## src/rtl/discriminante_seq_if.sv

```systemverilog
// ----------------------------------------------------------------------------
// discriminante_seq_if
//
// Purpose: start/done handshake plus operand and result bus of the sequential
// discriminant unit. The requester (master) drives the request and the three
// coefficients; the unit (slave) returns status and the registered result.
//
// Signals:
//   start  master->slave  request, only honoured while the unit is idle
//   a,b,c  master->slave  unsigned N-bit coefficients
//   busy   slave->master  computation in progress
//   done   slave->master  one-cycle pulse, result newly valid
//   s      slave->master  |b*b - 4*a*c|, OW = 2*N+2 bits
//   neg    slave->master  4*a*c > b*b
//   zero   slave->master  b*b == 4*a*c
// ----------------------------------------------------------------------------
interface discriminante_seq_if #(
    parameter int N = 4
);
    localparam int OW = 2 * N + 2;

    logic          start;
    logic [N-1:0]  a;
    logic [N-1:0]  b;
    logic [N-1:0]  c;
    logic          busy;
    logic          done;
    logic [OW-1:0] s;
    logic          neg;
    logic          zero;

    modport master (
        output start, a, b, c,
        input  busy, done, s, neg, zero
    );

    modport slave (
        input  start, a, b, c,
        output busy, done, s, neg, zero
    );
endinterface

```

## src/rtl/discriminante_seq.sv

```systemverilog
// ----------------------------------------------------------------------------
// discriminante_seq
//
// Purpose: computes the magnitude and sign of D = b*b - 4*a*c for unsigned
// N-bit operands with a single shared shift-add multiplier. The first pass
// squares b, the second pass forms a*c, the factor of four is pure wiring,
// and a final cycle compares and subtracts. Latency is 2N+2 cycles from the
// accepted start to the done pulse.
//
// Ports:
//   clk   rising-edge clock
//   rst   synchronous active-high reset, abandons any computation in flight
//   bus   slave side of discriminante_seq_if (start, a, b, c in;
//         busy, done, s, neg, zero out)
// ----------------------------------------------------------------------------
module discriminante_seq #(
    parameter int N = 4
) (
    input  logic                clk,
    input  logic                rst,
    discriminante_seq_if.slave  bus
);
    localparam int OW = 2 * N + 2;
    localparam int PW = 2 * N;
    localparam int CW = (N > 2) ? $clog2(N) : 1;
    localparam logic [CW-1:0] LAST = CW'(N - 1);

    typedef enum logic [2:0] {
        IDLE = 3'd0,
        MBB  = 3'd1,
        MAC  = 3'd2,
        SUB  = 3'd3,
        DONE = 3'd4
    } state_t;

    state_t         state;
    state_t         state_nx;

    // Latched a and c feed the second multiplier pass. b needs no separate
    // holding register: it is loaded straight into the multiplier at start.
    logic [N-1:0]   ra;
    logic [N-1:0]   rc;

    // Shift-add multiplier: the multiplicand shifts left and the multiplier
    // shifts right, so bit 0 of mplier is always the bit being processed.
    logic [PW-1:0]  mcand;
    logic [N-1:0]   mplier;
    logic [PW-1:0]  acc;
    logic [CW-1:0]  cnt;

    logic [PW-1:0]  p1;
    logic [OW-1:0]  p2;

    logic [OW-1:0]  s_q;
    logic           neg_q;
    logic           zero_q;

    logic [PW-1:0]  addend;
    logic [PW-1:0]  acc_sum;
    logic           last_bit;
    logic [OW-1:0]  p1x;
    logic           p2_gt;
    logic [OW-1:0]  diff;

    // One partial product per cycle; the product of two N-bit values always
    // fits in 2N bits, so the accumulator never overflows.
    always_comb begin
        addend   = mplier[0] ? mcand : '0;
        acc_sum  = acc + addend;
        last_bit = (cnt == LAST);
    end

    // Unsigned compare/subtract of b*b (zero-extended) against 4*a*c.
    always_comb begin
        p1x   = {2'b00, p1};
        p2_gt = (p2 > p1x);
        diff  = p2_gt ? (p2 - p1x) : (p1x - p2);
    end

    always_ff @(posedge clk) begin
        if (rst) begin
            state <= IDLE;
        end else begin
            state <= state_nx;
        end
    end

    always_comb begin
        state_nx = state;
        case (state)
            IDLE:    if (bus.start) state_nx = MBB;
            MBB:     if (last_bit)  state_nx = MAC;
            MAC:     if (last_bit)  state_nx = SUB;
            SUB:     state_nx = DONE;
            DONE:    state_nx = IDLE;
            default: state_nx = IDLE;
        endcase
    end

    always_ff @(posedge clk) begin
        if (rst) begin
            ra     <= '0;
            rc     <= '0;
            mcand  <= '0;
            mplier <= '0;
            acc    <= '0;
            cnt    <= '0;
            p1     <= '0;
            p2     <= '0;
            s_q    <= '0;
            neg_q  <= 1'b0;
            zero_q <= 1'b0;
        end else begin
            case (state)
                IDLE: begin
                    if (bus.start) begin
                        ra     <= bus.a;
                        rc     <= bus.c;
                        mcand  <= {{N{1'b0}}, bus.b};
                        mplier <= bus.b;
                        acc    <= '0;
                        cnt    <= '0;
                    end
                end
                MBB: begin
                    if (last_bit) begin
                        // b*b complete; reload the multiplier with a and c.
                        p1     <= acc_sum;
                        mcand  <= {{N{1'b0}}, ra};
                        mplier <= rc;
                        acc    <= '0;
                        cnt    <= '0;
                    end else begin
                        acc    <= acc_sum;
                        mcand  <= mcand << 1;
                        mplier <= mplier >> 1;
                        cnt    <= cnt + 1'b1;
                    end
                end
                MAC: begin
                    if (last_bit) begin
                        // Times four is just two zero bits appended.
                        p2     <= {acc_sum, 2'b00};
                        acc    <= '0;
                        cnt    <= '0;
                    end else begin
                        acc    <= acc_sum;
                        mcand  <= mcand << 1;
                        mplier <= mplier >> 1;
                        cnt    <= cnt + 1'b1;
                    end
                end
                SUB: begin
                    s_q    <= diff;
                    neg_q  <= p2_gt;
                    zero_q <= (p2 == p1x);
                end
                default: begin
                end
            endcase
        end
    end

    assign bus.busy = (state == MBB) || (state == MAC) || (state == SUB);
    assign bus.done = (state == DONE);
    assign bus.s    = s_q;
    assign bus.neg  = neg_q;
    assign bus.zero = zero_q;
endmodule
```

## src/flat_wrapper.sv

```systemverilog
// flat-port wrapper written by rule: the top's interface ports become plain ports
module discriminante_seq_flat 
#(
    parameter int N = 4
)
  (clk, rst, bus_start, bus_a, bus_b, bus_c, bus_busy, bus_done, bus_s, bus_neg, bus_zero);
  discriminante_seq_if #(.N(N)) bus_i ();
  input  logic clk;
  input  logic rst;
  input wire logic [$bits(bus_i.start)-1:0] bus_start;
  input wire logic [$bits(bus_i.a)-1:0] bus_a;
  input wire logic [$bits(bus_i.b)-1:0] bus_b;
  input wire logic [$bits(bus_i.c)-1:0] bus_c;
  output wire logic [$bits(bus_i.busy)-1:0] bus_busy;
  output wire logic [$bits(bus_i.done)-1:0] bus_done;
  output wire logic [$bits(bus_i.s)-1:0] bus_s;
  output wire logic [$bits(bus_i.neg)-1:0] bus_neg;
  output wire logic [$bits(bus_i.zero)-1:0] bus_zero;
  assign bus_i.start = bus_start;
  assign bus_i.a = bus_a;
  assign bus_i.b = bus_b;
  assign bus_i.c = bus_c;
  assign bus_busy = bus_i.busy;
  assign bus_done = bus_i.done;
  assign bus_s = bus_i.s;
  assign bus_neg = bus_i.neg;
  assign bus_zero = bus_i.zero;
  discriminante_seq #(.N(N)) u_core (.clk(clk), .rst(rst), .bus(bus_i));
endmodule
```

## config.mk

```make
export PLATFORM = sky130hd
export DESIGN_NAME = discriminante_seq_flat
export DESIGN_NICKNAME = d
export VERILOG_FILES = /design/src/rtl/discriminante_seq_if.sv /design/src/rtl/discriminante_seq.sv /design/src/flat_wrapper.sv
export SDC_FILE = /design/constraint.sdc
export NUM_CORES = 1
export LEC_CHECK = 0
export BUFFER_PORTS_ARGS = -buffer_cell sky130_fd_sc_hd__buf_2
export CAP_MARGIN = 20
export CORE_MARGIN = 2
export CORE_UTILIZATION = 59
export CTS_CLUSTER_DIAMETER = 100
export DETAILED_ROUTE_END_ITERATION = 6
export PLACE_DENSITY = 0.9
export SYNTH_ARGS = -nofsm -noshare
export SYNTH_HDL_FRONTEND = slang
export SYNTH_SLANG_ARGS = --single-unit
```

## constraint.sdc

```tcl
create_clock -name clk -period 2.45 [get_ports clk]
set_input_delay 0.245 -clock clk [delete_from_list [all_inputs] [get_ports clk]]
set_output_delay 0.245 -clock clk [all_outputs]
set_load 0.005 [all_outputs]
```

# --- Word level (Yosys, flattened, before mapping) ---
# Index checks and enable logic that the tools add are counted.
totals:
  word_cells: 59
  in_bits: 15
  out_inout_bits: 14
  mem_bits_ro: 0
  mem_count: 0
  ff_bits: 61
  ramBits: 0
  latch_bits: 0
classes:
  addsub: 4
  shifts: 0
  n_div: 0
  bitwise_logic: 0
  muxes: 20
  mul: 0
  n_reduce_logical: 12
  n_eq_ne: 10
  n_lt_le_gt_ge: 1
ops:
  columns: ["cell", "count"]
  rows:
  - ["8-bit two-way mux", 6]
  - ["8-bit case mux with 3 select lines", 1]
  - ["8-bit case mux with 2 select lines", 1]
  - ["4-bit two-way mux", 3]
  - ["3-bit case mux with 4 select lines", 1]
  - ["4-bit case mux with 3 select lines", 1]
  - ["10-bit by 8-bit == test with 1-bit output", 1]
  - ["10-bit by 8-bit > comparator with 1-bit output", 1]
  - ["10-bit two-way mux", 1]
  - ["10-bit by 8-bit subtractor with 10-bit output", 1]
  - ["8-bit by 10-bit subtractor with 10-bit output", 1]
  - ["3-bit two-way mux", 3]
  - ["8-bit adder", 1]
  - ["2-bit AND reduction", 4]
  - ["3-bit by 2-bit == test with 1-bit output (second input constant)", 2]
  - ["3-bit AND reduction", 2]
  - ["2-bit two-way mux", 2]
  - ["2-bit by 1-bit inequality test with 1-bit output (second input constant)", 2]
  - ["2-bit inequality test (second input constant)", 2]
  - ["2-bit case mux with 2 select lines", 1]
  - ["3-bit by 1-bit == test with 1-bit output (second input constant)", 1]
  - ["3-bit == test (second input constant)", 1]
  - ["3-bit logical NOT", 1]
  - ["3-bit nonzero test", 1]
  - ["5 further kinds", 6]

# --- Depth between registers and ports, before layout ---
# Gate-level depths: netlist of the first run.
depth:
  depth_word: 4
  mapped_depth: 10
  ltp_nobuf: 9

# --- Least setup slack after synthesis of the first run ---
# OpenSTA, ideal clock, no wires.
synth_path:
  kind: "register -> register"
  from: "reg u_core.p2[3]"
  to: "reg u_core.s_q[7], in the netlist u_core.bus.s[7]"
  period_less_slack_ps: 2121
  path_stages_with_launch: 11
  required_time_ps: 2362
  n_path_buf: 2
  setup_ps: 88
  arrival_time_ps: 2033
  slack_ps: 329
  cell_sequence: "dfxtp_1 > inv_1 > ha_1 > clkbuf_1 > a21oi_1 > o21ai_2 > o2bb2ai_2 > buf_6 > o211a_1 > or3_1 > a311oi_2"
synth_between:
  elab_chain_cells: 2
  word_cells_on_any_way: 4
  cone_classes: "add/sub (2); order compare (1); mux (1)"
synth_lines:
  columns: ["item", "line", "rtl"]
  rows:
  - ["from (decl)", "discriminante_seq.sv:52", "logic [OW-1:0] p2;"]
  - ["from (signal assigned)", "discriminante_seq.sv:143", "p2 <= {acc_sum, 2'b00};"]
  - ["8-bit by 10-bit subtractor with 10-bit output, or another cell as far along", "discriminante_seq.sv:77", "diff = p2_gt ? (p2 - p1x) : (p1x - p2);"]
  - ["10-bit two-way mux (*)", "discriminante_seq.sv:77", null]
  - ["to (signal assigned)", "discriminante_seq.sv:154", "s_q <= diff;"]
  - ["to (decl)", "discriminante_seq.sv:54", "logic [OW-1:0] s_q;"]
# Every way passes the cells marked *; elsewhere a longest branch is shown, timed or not.
# A chain may end at the register's enable or synchronous reset.

# --- Final worst setup path of the first run ---
layout_path:
  from: "reg u_core.p2[6]"
  to: "reg u_core.s_q[7], in the netlist u_core.bus.s[7]"
# Same word-level chain as after synthesis.

==> results of run 1 <==
==> cell families (layout without fill, tap and decap cells) <==
kind of cell | Yosys count | after routing | synth area share
AOI/OAI and AO/OA | 91 | 91 | 0.194
xor gates and xnor gates | 11 | 11 | 0.0293
adders and majority gates | 23 | 23 | 0.0920
buffers and inverters | 40 | 70 | 0.0502
DFF | 61 | 61 | 0.371
muxes | 18 | 18 | 0.0548
and+or+nand+nor | 147 | 147 | 0.208
==> worst max-delay path, stage by stage, from the launching register on <==
cell and delay, ns:
dfxtp_1 0.37, inv_1 0.06, ha_2 0.40, nand4_1 0.22, o21ai_2 0.23, o2bb2ai_2 0.09, buf_4 0.17, o211a_1 0.13
or3_1 0.36, a311oi_2 0.26
==> sequential cells by signal, summed over array words and instances (netlist names) <==
signal	flops
u_core.bus.zero	1
u_core.mplier	4
u_core.state	3
u_core.acc	8
u_core.mcand	8
u_core.bus.neg	1
u_core.bus.s	10
u_core.rc	4
u_core.cnt	2
u_core.p2	8
u_core.p1	8
u_core.ra	4
==> layer usage <==
metal  vias up  share of wire  GRT usage
li1       1415              -          -
met5         -              0          0
met4         0          0.037      0.144
met1      1402           0.41      0.315
met2       120           0.49      0.443
met3        33          0.064     0.0644
==> report_power, final <==
| group | leakage [nW] | total [mW] | internal, mW | switching, mW |
|---|---|---|---|---|
| clock | 0.103 | 0.909 | 0.522 | 0.387 |
| sequential | 0.495 | 1.04 | 1.02 | 0.0195 |
| combinational | 0.943 | 0.135 | 0.0524 | 0.0830 |
| total | 1.54 | 2.08 | 1.59 | 0.489 |
==> how the worst max path moves through the flow <==
stage                 startpoint              end  slack, ns  cells past startpoint
floorplan           u_core.p2[3]  u_core.bus.s[7]       0.33                     10
global placement    u_core.p2[6]  u_core.bus.s[7]       0.23                      8
detailed placement  u_core.p2[6]  u_core.bus.s[7]       0.09                      8
CTS                 u_core.p2[6]  u_core.bus.s[7]       0.05                      8
global route        u_core.p2[6]  u_core.bus.s[7]      -0.07                      8
finish              u_core.p2[6]  u_core.bus.s[7]       0.08                      9
==> metrics by stage <==
| stage | hold WS, ns | util | setup TNS [ns] |
|---|---|---|---|
| after floorplan | 0.381 | - | 0 |
| after global placement | 0.440 | 0.643 | 0 |
| after detailed placement | 0.450 | 0.643 | 0 |
| after CTS | 0.127 | 0.679 | 0 |
| after global routing | 0.132 | 0.684 | -0.0699 |
| final | 0.127 | 0.684 | 0 |
==> Yosys cell counts, types with 5 or more instances <==
master,instances,area share
buf_2,6,0.0091
mux2i_1,18,0.055
o21ai_0,10,0.015
and2_1,9,0.017
clkbuf_1,15,0.017
a22oi_1,11,0.025
ha_1,21,0.080
a21oi_1,26,0.040
nor2_1,63,0.072
a222oi_1,6,0.018
nand2b_1,6,0.011
a21o_1,5,0.011
a211oi_1,13,0.030
xnor2_1,7,0.019
dfxtp_1,61,0.37
nand2_1,35,0.040
inv_1,18,0.021
nor3_1,8,0.012
==> layout make-up <==
class,count,area [um2],share of cell area
Clock buffer,12,155,0.0417
Timing Repair Buffer,37,208,0.0558
Inverter,18,67.6,0.0182
Clock inverter,3,43.8,0.0118
Multi-Input combinational cell,290,1930,0.520
Tap cell,72,90.1,0.0242
Sequential cell,61,1220,0.329
==> results.md, run 1 <==
* DR pass1 iterations at 6
* Final setup skew at about 0.012 ns
* Final setup fails at 0
* Sequential area share after synthesis at 0.371
* RSZ-0062 raised after global routing: true
* Worst hold path class: input port to flop
* Commonest non-fill, non-tap cells in the layout: 62 x nor2_1, 60 x dfxtp_1, 35 x nand2_1
* RePlAce Congestion at ~0.91
* DRC viols at 0
* Max frequency at roughly 420 MHz
* Overflow after GRT at 0
* Final instance area at 0.00372 mm2
* Setup ws final at 0.0795 ns
* Buffer count from post-CTS setup fixing at 0
* Hold Path Cell Cnt at 3
* Initial antenna violation count at 0
* Filler instances at slightly below 400
* Total Wirelength at just under 8 mm
* Critical path type: flop to flop
* Cell count after synthesis at 391
* Hold path start: bus_c[1]
* Post-DP Area at ~0.0035 mm2
* Post-synth EDFFs at 0
* Yosys warns at 0
* Starting Density at 0.605
* Max Slew Vio Count at 0
* DR vias at approximately 3000
* Unique masters post-synth at 48
* Hold endpoint: u_core.rc[1]
* Clk_lat worst skew at 0.35 ns
* Max Root-Sink Buffers at 2
* Layout cells sized above 1 at 0.164
* MaxCap Viol Count at 0
* Syn_area_per_cell at between 8 and 9 um2
* Async SR Flop Fraction at 0
* Layout Area Growth over Synthesis at 13.0%
* Syn Std Cell Area at between 0.003 and 0.004 mm2
* IO Port Bufs at 28
* H-tree levels at 3
* VDD IR max at ~0.00029 V
* Die Span Y at 78.7 um
* Post-placement cell count at 478
* Chip width at ~79 um
* Row count at 27
* Worst Setup End Kind: flop
* Post-DRT Antenna Nets at 0
* Nets at roughly 460
* Avg Vias per Cell at 6.02
* Pin count of the biggest net entering global routing at 31
* Post-synthesis register bit count at ~60
* WL per Instance at around 16 um
* Number of global-route vias before repair at 2821
* Leakage at about 1.5 nW
* Ant. Diodes at 0
* Die area at 0.00619 mm2
* Clock transition at path regs at around 0.07 ns
* First-pass GRT wire length at 12.8 mm
* Final Hold Fails at 0
* Commonest non-fill, non-tap cell in the layout: nor2_1
* Worst-margin pin slew at about 0.75 ns
* Boundary Pins at 29
* Crit path launch type: flop
* Critical Path Fanout Max at 8
* TritonCTS clock tree: yes
* Synth Flop Type: dfxtp_1
* PostCTS Resize Cnt at 0
* Cell Count, Final, Fillers Out at ~490
* CTS Root Cell: clkbuf_8
* Minimum clock period at ~2.4 ns
* CP Data Required Time at between 2 and 3 ns
* Arrival @ worst endpoint at around 2.6 ns
* Iter 0 DRT Violations at around 400
* Num CTS Buffers at 9
* Fin crit share at 0.968
* Post-synthesis net count at 429
* Status: finished clean
* R2R Path End: u_core.bus.s[7]
* Tot Pwr at a little over 2 mW
* Pwr per Cell Area at 559 mW/mm2
* CTS sink cnt at 61
* R2R depth at 9
* Worst reg2reg startpoint: u_core.p2[6]
* Worst rel slew slack at 0.501
* HPWL after DPL at approximately 5.4 mm
* Setup slack, reg-to-reg at roughly 0.079 ns
* Gr usage total at 0.266
* Hold_buf cts at 0
* Worst slack, placed at about 0.090 ns
* Core area at 0.00544 mm2
Note: power is estimated with default switching activity, not from simulation.
==> inputs of run 2 (changes only) <==
--- a/config.mk
+++ b/config.mk
@@ -11,7 +11,9 @@
 export CORE_UTILIZATION = 59
 export CTS_CLUSTER_DIAMETER = 100
 export DETAILED_ROUTE_END_ITERATION = 6
+export MAX_ROUTING_LAYER = met4
 export PLACE_DENSITY = 0.9
 export SYNTH_ARGS = -nofsm -noshare
 export SYNTH_HDL_FRONTEND = slang
 export SYNTH_SLANG_ARGS = --single-unit
+export TNS_END_PERCENT = 100
==> constraint.sdc (replaced) <==
create_clock -name clk -period 2.6 [get_ports clk]
set_input_delay 0.26 -clock clk [delete_from_list [all_inputs] [get_ports clk]]
set_output_delay 0.26 -clock clk [all_outputs]
set_load 0.005 [all_outputs]
==> run 2 against run 1 <==
  * Worst setup slack improved by 0.16 ns
  * Fmax increased by 0.48%
  * Cell count is 0.20% lower
  * Sequential share of layout area increased by 0.28 points
  * Non-clock buffer count fell by 1
  * Worst hold slack improved by 0.012 ns
  * Critical endpoint unchanged
  * Highest routed layer unchanged
==> results.md, run 2 (synthesized netlist as in run 1, its figures left out) <==
* Worst Setup End Kind: flop
* CP max stage delay at 0.44 ns (+0.04 ns)
* Commonest non-fill, non-tap cells in the layout: 63 x nor2_1, 61 x dfxtp_1, 35 x nand2_1
* CP Data Required Time at 2.86 ns (+0.16 ns)
* Hold Path Cell Cnt at 3 (unchanged)
* CTS sink cnt at 61 (unchanged)
* Final setup fails at 0 (unchanged)
* Max Root-Sink Buffers at 2 (unchanged)
* Buffer count from post-CTS setup fixing at 0 (unchanged)
* Cell Count, Final, Fillers Out at 492 (-0.20%)
* Worst-margin pin slew at 0.731 ns (-0.0161 ns)
* Post-DRT Antenna Nets at 0 (unchanged)
* Max reg flops at 10 (unchanged)
* Layout cells sized above 1 at 0.150 (-0.0139)
* WL per Instance at 14.5 um (-7.8%)
* Critical path type: flop to flop
* Nets at 454 (-0.22%)
* Setup TNS at 0 ns (unchanged)
* Final instance area at 0.00368 mm2 (-0.94%)
* Hold path start: bus_c[0]
* Die Span Y at 78.7 um (unchanged)
* Minimum clock period at 2.36 ns (-0.0113 ns)
* Clock transition at path regs at 0.07 ns (about the same)
* Max Slew Vio Count at 0 (unchanged)
* Post-placement cell count at 477 (-0.21%)
* Total Wirelength at 7.14 mm (-8.0%)
* R2R Path End: u_core.bus.s[7]
* MaxCap Viol Count at 0 (unchanged)
* DRC viols at 0 (unchanged)
* Worst slack, placed at 0.217 ns (+0.128 ns)
* Row count at 27 (unchanged)
* PostCTS Resize Cnt at 0 (unchanged)
* Hold_ws at 0.140 ns (+0.0124 ns)
* Status: finished clean
* Final setup skew at 0.0107 ns (-0.00165 ns)
* Core area at 0.00544 mm2 (unchanged)
* Arrival @ worst endpoint at 2.62 ns (about the same)
* DR pass1 iterations at 6 (unchanged)
* HPWL after DPL at 5.05 mm (-7.2%)
* Ant. Diodes at 0 (unchanged)
* Layout Area Growth over Synthesis at 12.0%
* Iter 0 DRT Violations at 263 (-33%)
* Worst hold path class: input port to flop
* Number of global-route vias before repair at 2676 (-5.1%)
* R2R depth at 8 (-1)
* Avg Vias per Cell at 5.82 (-3.3%)
* Final Hold Fails at 0 (unchanged)
* Gr usage total at 0.254 (-0.0118)
* Post-DP Area at 0.00349 mm2 (-0.21%)
* IO Port Bufs at 28 (unchanged)
* Hold endpoint: u_core.rc[0]
* Chip width at 78.7 um (unchanged)
* Setup ws final at 0.241 ns (+0.161 ns)
* First-pass GRT wire length at 11.9 mm (-7.3%)
* Leakage at 1.53 nW (-0.46%)
* CP max stage cell: ha_1
* Pin count of the biggest net entering global routing at 29 (-6.5%)
* Core Util, Final at 0.677 (-0.00644)
* VDD IR max at 0.000374 V (+28%)
* Initial antenna violation count at 0 (unchanged)
* Worst reg2reg startpoint: u_core.p2[6]
* Die area at 0.00619 mm2 (unchanged)
* CP bufs+invs at 1 (-1)
* Commonest non-fill, non-tap cell in the layout: nor2_1
* Starting Density at 0.605 (unchanged)
* RSZ-0062 raised after global routing: false
* Clk_lat worst skew at 0.35 ns (about the same)
* CTS Root Cell: clkbuf_8
* Boundary Pins at 29 (unchanged)
* Filler instances at 433 (+8.8%)
* Family with the most delay on the worst path: simple AND/OR/NAND/NOR gates
* Fin crit share at 0.907 (-0.0602)
* RePlAce Congestion at 0.875 (-3.8%)
* DR vias at 2865 (-3.5%)
* Critical path, cell by cell: inv_1 > ha_1 > nand4_1 > nor2_1 > o2bb2ai_2 > a2111oi_2 > or3_1 > a311oi_2
* Worst rel slew slack at 0.512 (+0.0107)
* Pwr per Cell Area at 521 mW/mm2 (-6.8%)
* Overflow after GRT at 0 (unchanged)
* H-tree levels at 3 (unchanged)
* TritonCTS clock tree: yes
* Max frequency at 424 MHz (+0.48%)
* Crit path launch type: flop
* Critical Path Fanout Max at 8 (unchanged)
* Num CTS Buffers at 9 (unchanged)
* Setup slack, reg-to-reg at 0.24 ns (+0.16 ns)
* Hold_buf cts at 0 (unchanged)
* Tot Pwr at 1.92 mW (-7.7%)
-- run 2: worst max-delay path by stage --
stage	start	end	slack, ns	cells after the start
floorplan	u_core.p2[3]	u_core.bus.s[7]	0.48	10
global placement	u_core.p2[6]	u_core.bus.s[7]	0.30	8
detailed placement	u_core.p2[7]	u_core.bus.s[7]	0.22	8
CTS	u_core.p2[7]	u_core.bus.s[7]	0.17	8
global route	u_core.p2[6]	u_core.bus.s[7]	0.01	8
finish	u_core.p2[6]	u_core.bus.s[7]	0.24	8
-- run 2: cell type report --
class	count	area [um2]	area share
clock buffer	11	141	0.0384
tap	72	90.1	0.0244
timing repair buffer	36	200	0.0543
clock inverter	4	48.8	0.0132
sequential	61	1220	0.331
multi-input combinational	290	1920	0.520
inverter	18	67.6	0.0183
-- run 2: worst reg2reg max path, stage by stage, from the launching register on --
cell and delay [ns]:
dfxtp_1 0.37, inv_1 0.06, ha_1 0.44, nand4_1 0.24, nor2_1 0.24, o2bb2ai_2 0.27, a2111oi_2 0.10, or3_1 0.34
a311oi_2 0.22
-- run 2: per-layer routing --
layer / GRT usage / routed length [um] / up-vias
met4: 0.135 / 165 / 0
met1: 0.312 / 3220 / 1344
met2: 0.399 / 3410 / 88
met5: - / 0 / -
li1: - / - / 1418
met3: 0.0471 / 344 / 15
-- run 2: power by group --
| group | switching [mW] | internal (mW) | total, mW |
|---|---|---|---|
| Combinational | 0.0752 | 0.0491 | 0.124 |
| Sequential | 0.0185 | 0.957 | 0.976 |
| Clock | 0.358 | 0.461 | 0.819 |
==> inputs of run 3 (changes only) <==
--- a/config.mk
+++ b/config.mk
@@ -5,14 +5,15 @@
 export SDC_FILE = /design/constraint.sdc
 export NUM_CORES = 1
 export LEC_CHECK = 0
+export ABC_AREA = 1
 export BUFFER_PORTS_ARGS = -buffer_cell sky130_fd_sc_hd__buf_2
 export CAP_MARGIN = 20
 export CORE_MARGIN = 2
-export CORE_UTILIZATION = 59
+export CORE_UTILIZATION = 54
 export CTS_CLUSTER_DIAMETER = 100
 export DETAILED_ROUTE_END_ITERATION = 6
 export MAX_ROUTING_LAYER = met4
-export PLACE_DENSITY = 0.9
+export PLACE_DENSITY = 0.87
 export SYNTH_ARGS = -nofsm -noshare
 export SYNTH_HDL_FRONTEND = slang
 export SYNTH_SLANG_ARGS = --single-unit
==> constraint.sdc (replaced) <==
create_clock -name clk -period 1.95 [get_ports clk]
set_input_delay 0.195 -clock clk [delete_from_list [all_inputs] [get_ports clk]]
set_output_delay 0.195 -clock clk [all_outputs]
set_load 0.005 [all_outputs]
==> run 3 against run 2 <==
  * Clock power increased by 53%
  * Register-to-register slack worse by 0.14 ns
  * Worst setup slack got worse by 0.14 ns
  * Worst hold slack worse by 0.073 ns
  * Combinational power rose to 2.9 times the previous value
  * Fmax increased by 27%
  * Highest routed layer unchanged
==> results.md, run 3 <==
* Worst Setup End Kind: flop
* Starting Density at 0.560 (-0.0452)
* Die area at 0.00725 mm2 (+17%)
* End of the critical path: u_core.p2[8]
* Filler instances at 545 (+26%)
* Hold_buf cts at 0 (unchanged)
* Commonest non-fill, non-tap cell in the layout: nand2_1
* CP Data Required Time at 2.19 ns (-0.67 ns)
* Leakage at 2.02 nW (+32%)
* Commonest non-fill, non-tap cells in the layout: 127 x nand2_1, 81 x inv_1, 59 x dfxtp_1
* Syn_area_per_cell at 6.86 um2 (-18%)
* Minimum clock period at 1.85 ns (-0.506 ns)
* CTS Root Cell: clkbuf_8
* Row count at 29 (+7.4%)
* Number of global-route vias before repair at 3251 (+21%)
* WL per Instance at 13.2 um (-9.0%)
* Arrival @ worst endpoint at 2.10 ns (-0.52 ns)
* Setup ws final at 0.0968 ns (-0.144 ns)
* First-pass GRT wire length at 13.9 mm (+17%)
* Cell Count, Final, Fillers Out at 632 (+28%)
* Iter 0 DRT Violations at 136 (-48%)
* Synth Flop Type: dfxtp_1
* Critical path type: flop to flop
* Post-DRT Antenna Nets at 0 (unchanged)
* Final setup skew at 0.00927 ns (-0.00143 ns)
* H-tree levels at 3 (unchanged)
* Num CTS Buffers at 9 (unchanged)
* Hold_ws at 0.0668 ns (-0.0729 ns)
* HPWL after DPL at 6.10 mm (+21%)
* R2R depth at 11 (+3)
* Clk_lat worst skew at 0.35 ns (about the same)
* R2R Path End: u_core.p2[8]
* Yosys top cell area share at 0.344 (-0.0276)
* Max frequency at 540 MHz (+27%)
* Post-placement cell count at 617 (+29%)
* Final setup fails at 0 (unchanged)
* Worst-margin pin slew at 0.485 ns (-0.246 ns)
* Async SR Flop Fraction at 0 (unchanged)
* CP max stage delay at 0.37 ns (-0.07 ns)
* Post-synthesis register bit count at 61 (unchanged)
* Commonest cells in the netlist: 128 x nand2_1, 81 x inv_1, 61 x dfxtp_1, 50 x a21oi_1, 35 x nand3_1
* Area leader, netlist: dfxtp_1
* Die Span Y at 85.1 um (+8.2%)
* Worst rel slew slack at 0.676 (+0.164)
* VDD IR max at 0.000660 V (+77%)
* Fin crit share at 0.950 (+0.0430)
* Syn Std Cell Area at 0.00355 mm2 (+8.0%)
* Boundary Pins at 29 (unchanged)
* Pin count of the biggest net entering global routing at 30 (+3.4%)
* DRC viols at 0 (unchanged)
* Max Root-Sink Buffers at 2 (unchanged)
* Cell count after synthesis at 518 (+32%)
* Setup slack, reg-to-reg at 0.1 ns (-0.14 ns)
* Layout cells sized above 1 at 0.160 (+0.0104)
* Critical path, cell by cell: nand2_1 > inv_1 > ha_1 > nand2_1 > or2_2 > nand3_1 > nand2_1 > nand2_1 > nand2_1 > o211ai_1 > inv_1
* TritonCTS clock tree: yes
* Yosys warns at 0 (unchanged)
* Avg Vias per Cell at 5.50 (-5.5%)
* Ant. Diodes at 0 (unchanged)
* DR pass1 iterations at 4 (-2)
* Initial antenna violation count at 0 (unchanged)
* Nets at 589 (+30%)
* CP bufs+invs at 2 (+1)
* Clock transition at path regs at 0.07 ns (about the same)
* Worst hold path class: input port to flop
* Critical Path Fanout Max at 9 (+1)
* Total Wirelength at 8.35 mm (+17%)
* Max Slew Vio Count at 0 (unchanged)
* RePlAce Congestion at 0.923 (+5.6%)
* Status: finished clean
* Crit path from: u_core.mplier[0]
* Crit path launch type: flop
* Most common cell in the synthesized netlist: nand2_1
* Layout Area Growth over Synthesis at 14.9%
* Worst slack, placed at 0.0411 ns (-0.176 ns)
* Family with the most delay on the worst path: simple AND/OR/NAND/NOR gates
* Pwr per Cell Area at 724 mW/mm2 (+39%)
* Overflow after GRT at 0 (unchanged)
* Unique masters post-synth at 38 (-21%)
* Post-synthesis net count at 556 (+30%)
* Sequential area share after synthesis at 0.344 (-0.0276)
* CTS sink cnt at 61 (unchanged)
* MaxCap Viol Count at 0 (unchanged)
* CP max stage cell: ha_1
* DR vias at 3476 (+21%)
* Critical Path Stages at 11 (+3)
* Worst reg2reg startpoint: u_core.mplier[0]
* CP most frequent cell: nand2_1
* Core area at 0.00635 mm2 (+17%)
* Chip width at 85.1 um (+8.2%)
* Post-synth EDFFs at 0 (unchanged)
* Max reg flops at 10 (unchanged)
* Largest cells by area after synthesis: dfxtp_1 34%, nand2_1 14%, inv_1 8.6%
* Gr usage total at 0.248 (-0.00628)
* Final Hold Fails at 0 (unchanged)
* IO Port Bufs at 28 (unchanged)
[run 3: what timing repair did]
item	CTS	global route
gates resized for setup	0	19
endpoints found under the setup margin	0	18
setup buffers	0	0
[run 3: worst register-to-register path: stages (launching register included)]
cell and delay [ns]:
dfxtp_2 0.36, nand2_1 0.08, inv_1 0.04, ha_1 0.37
nand2_1 0.09, or2_2 0.32, nand3_1 0.08, nand2_1 0.07
nand2_1 0.13, nand2_1 0.07, o211ai_1 0.09, inv_1 0.05
[run 3: stage by stage]
step	utilization	instance area [um2]	power [mW]	TNS (ns)
after CTS	0.628	3990	2.95	0
final	0.643	4080	2.96	0
after global routing	0.643	4080	3.07	-0.00874
after global placement	0.594	3770	1.71	0
after floorplan	-	3550	1.65	0
after detailed placement	0.594	3770	1.73	0
[run 3: area by class of cell]
class / instances / area, um2 / share of cell area
Inverter: 90 / 338 / 0.0827
Clock inverter: 4 / 72.6 / 0.0178
Timing Repair Buffer: 38 / 215 / 0.0527
Sequential cell: 61 / 1220 / 0.300
Multi-Input combinational cell: 351 / 2000 / 0.489
Tap cell: 77 / 96.3 / 0.0236
Clock buffer: 11 / 141 / 0.0346
[run 3: logic make-up after synthesis]
kind of cell | after synthesis | synth area share
fa+ha+maj | 23 | 0.0852
flops | 61 | 0.344
simple gates | 211 | 0.266
xor+xnor | 8 | 0.0197
compound gates | 109 | 0.165
buf+inv | 106 | 0.121
[run 3: layer usage]
| metal | up-vias | GRT usage | routed length [um] |
|---|---|---|---|
| met5 | - | - | 0 |
| met4 | 0 | 0.111 | 167 |
| met3 | 15 | 0.0632 | 575 |
| met2 | 142 | 0.423 | 4170 |
| met1 | 1589 | 0.272 | 3440 |
| li1 | 1730 | - | - |
[run 3: power by group]
group | leakage [nW] | internal, mW | total [mW] | switching, mW
clock | 0.105 | 0.745 | 1.25 | 0.500
sequential | 0.497 | 1.31 | 1.36 | 0.0467
combinational | 1.42 | 0.119 | 0.356 | 0.237
total | 2.02 | 2.17 | 2.96 | 0.784
[run 3: how the worst min path moves through the flow]
stage                         from  cells after the start           end  slack (ns)
after floorplan           bus_a[0]                      2  u_core.ra[0]        0.33
after global placement    bus_c[3]                      3  u_core.rc[3]        0.42
after detailed placement  bus_a[0]                      3  u_core.ra[0]        0.43
after CTS                 bus_a[0]                      3  u_core.ra[0]        0.06
after global routing      bus_a[0]                      3  u_core.ra[0]        0.09
final                     bus_a[0]                      3  u_core.ra[0]        0.07
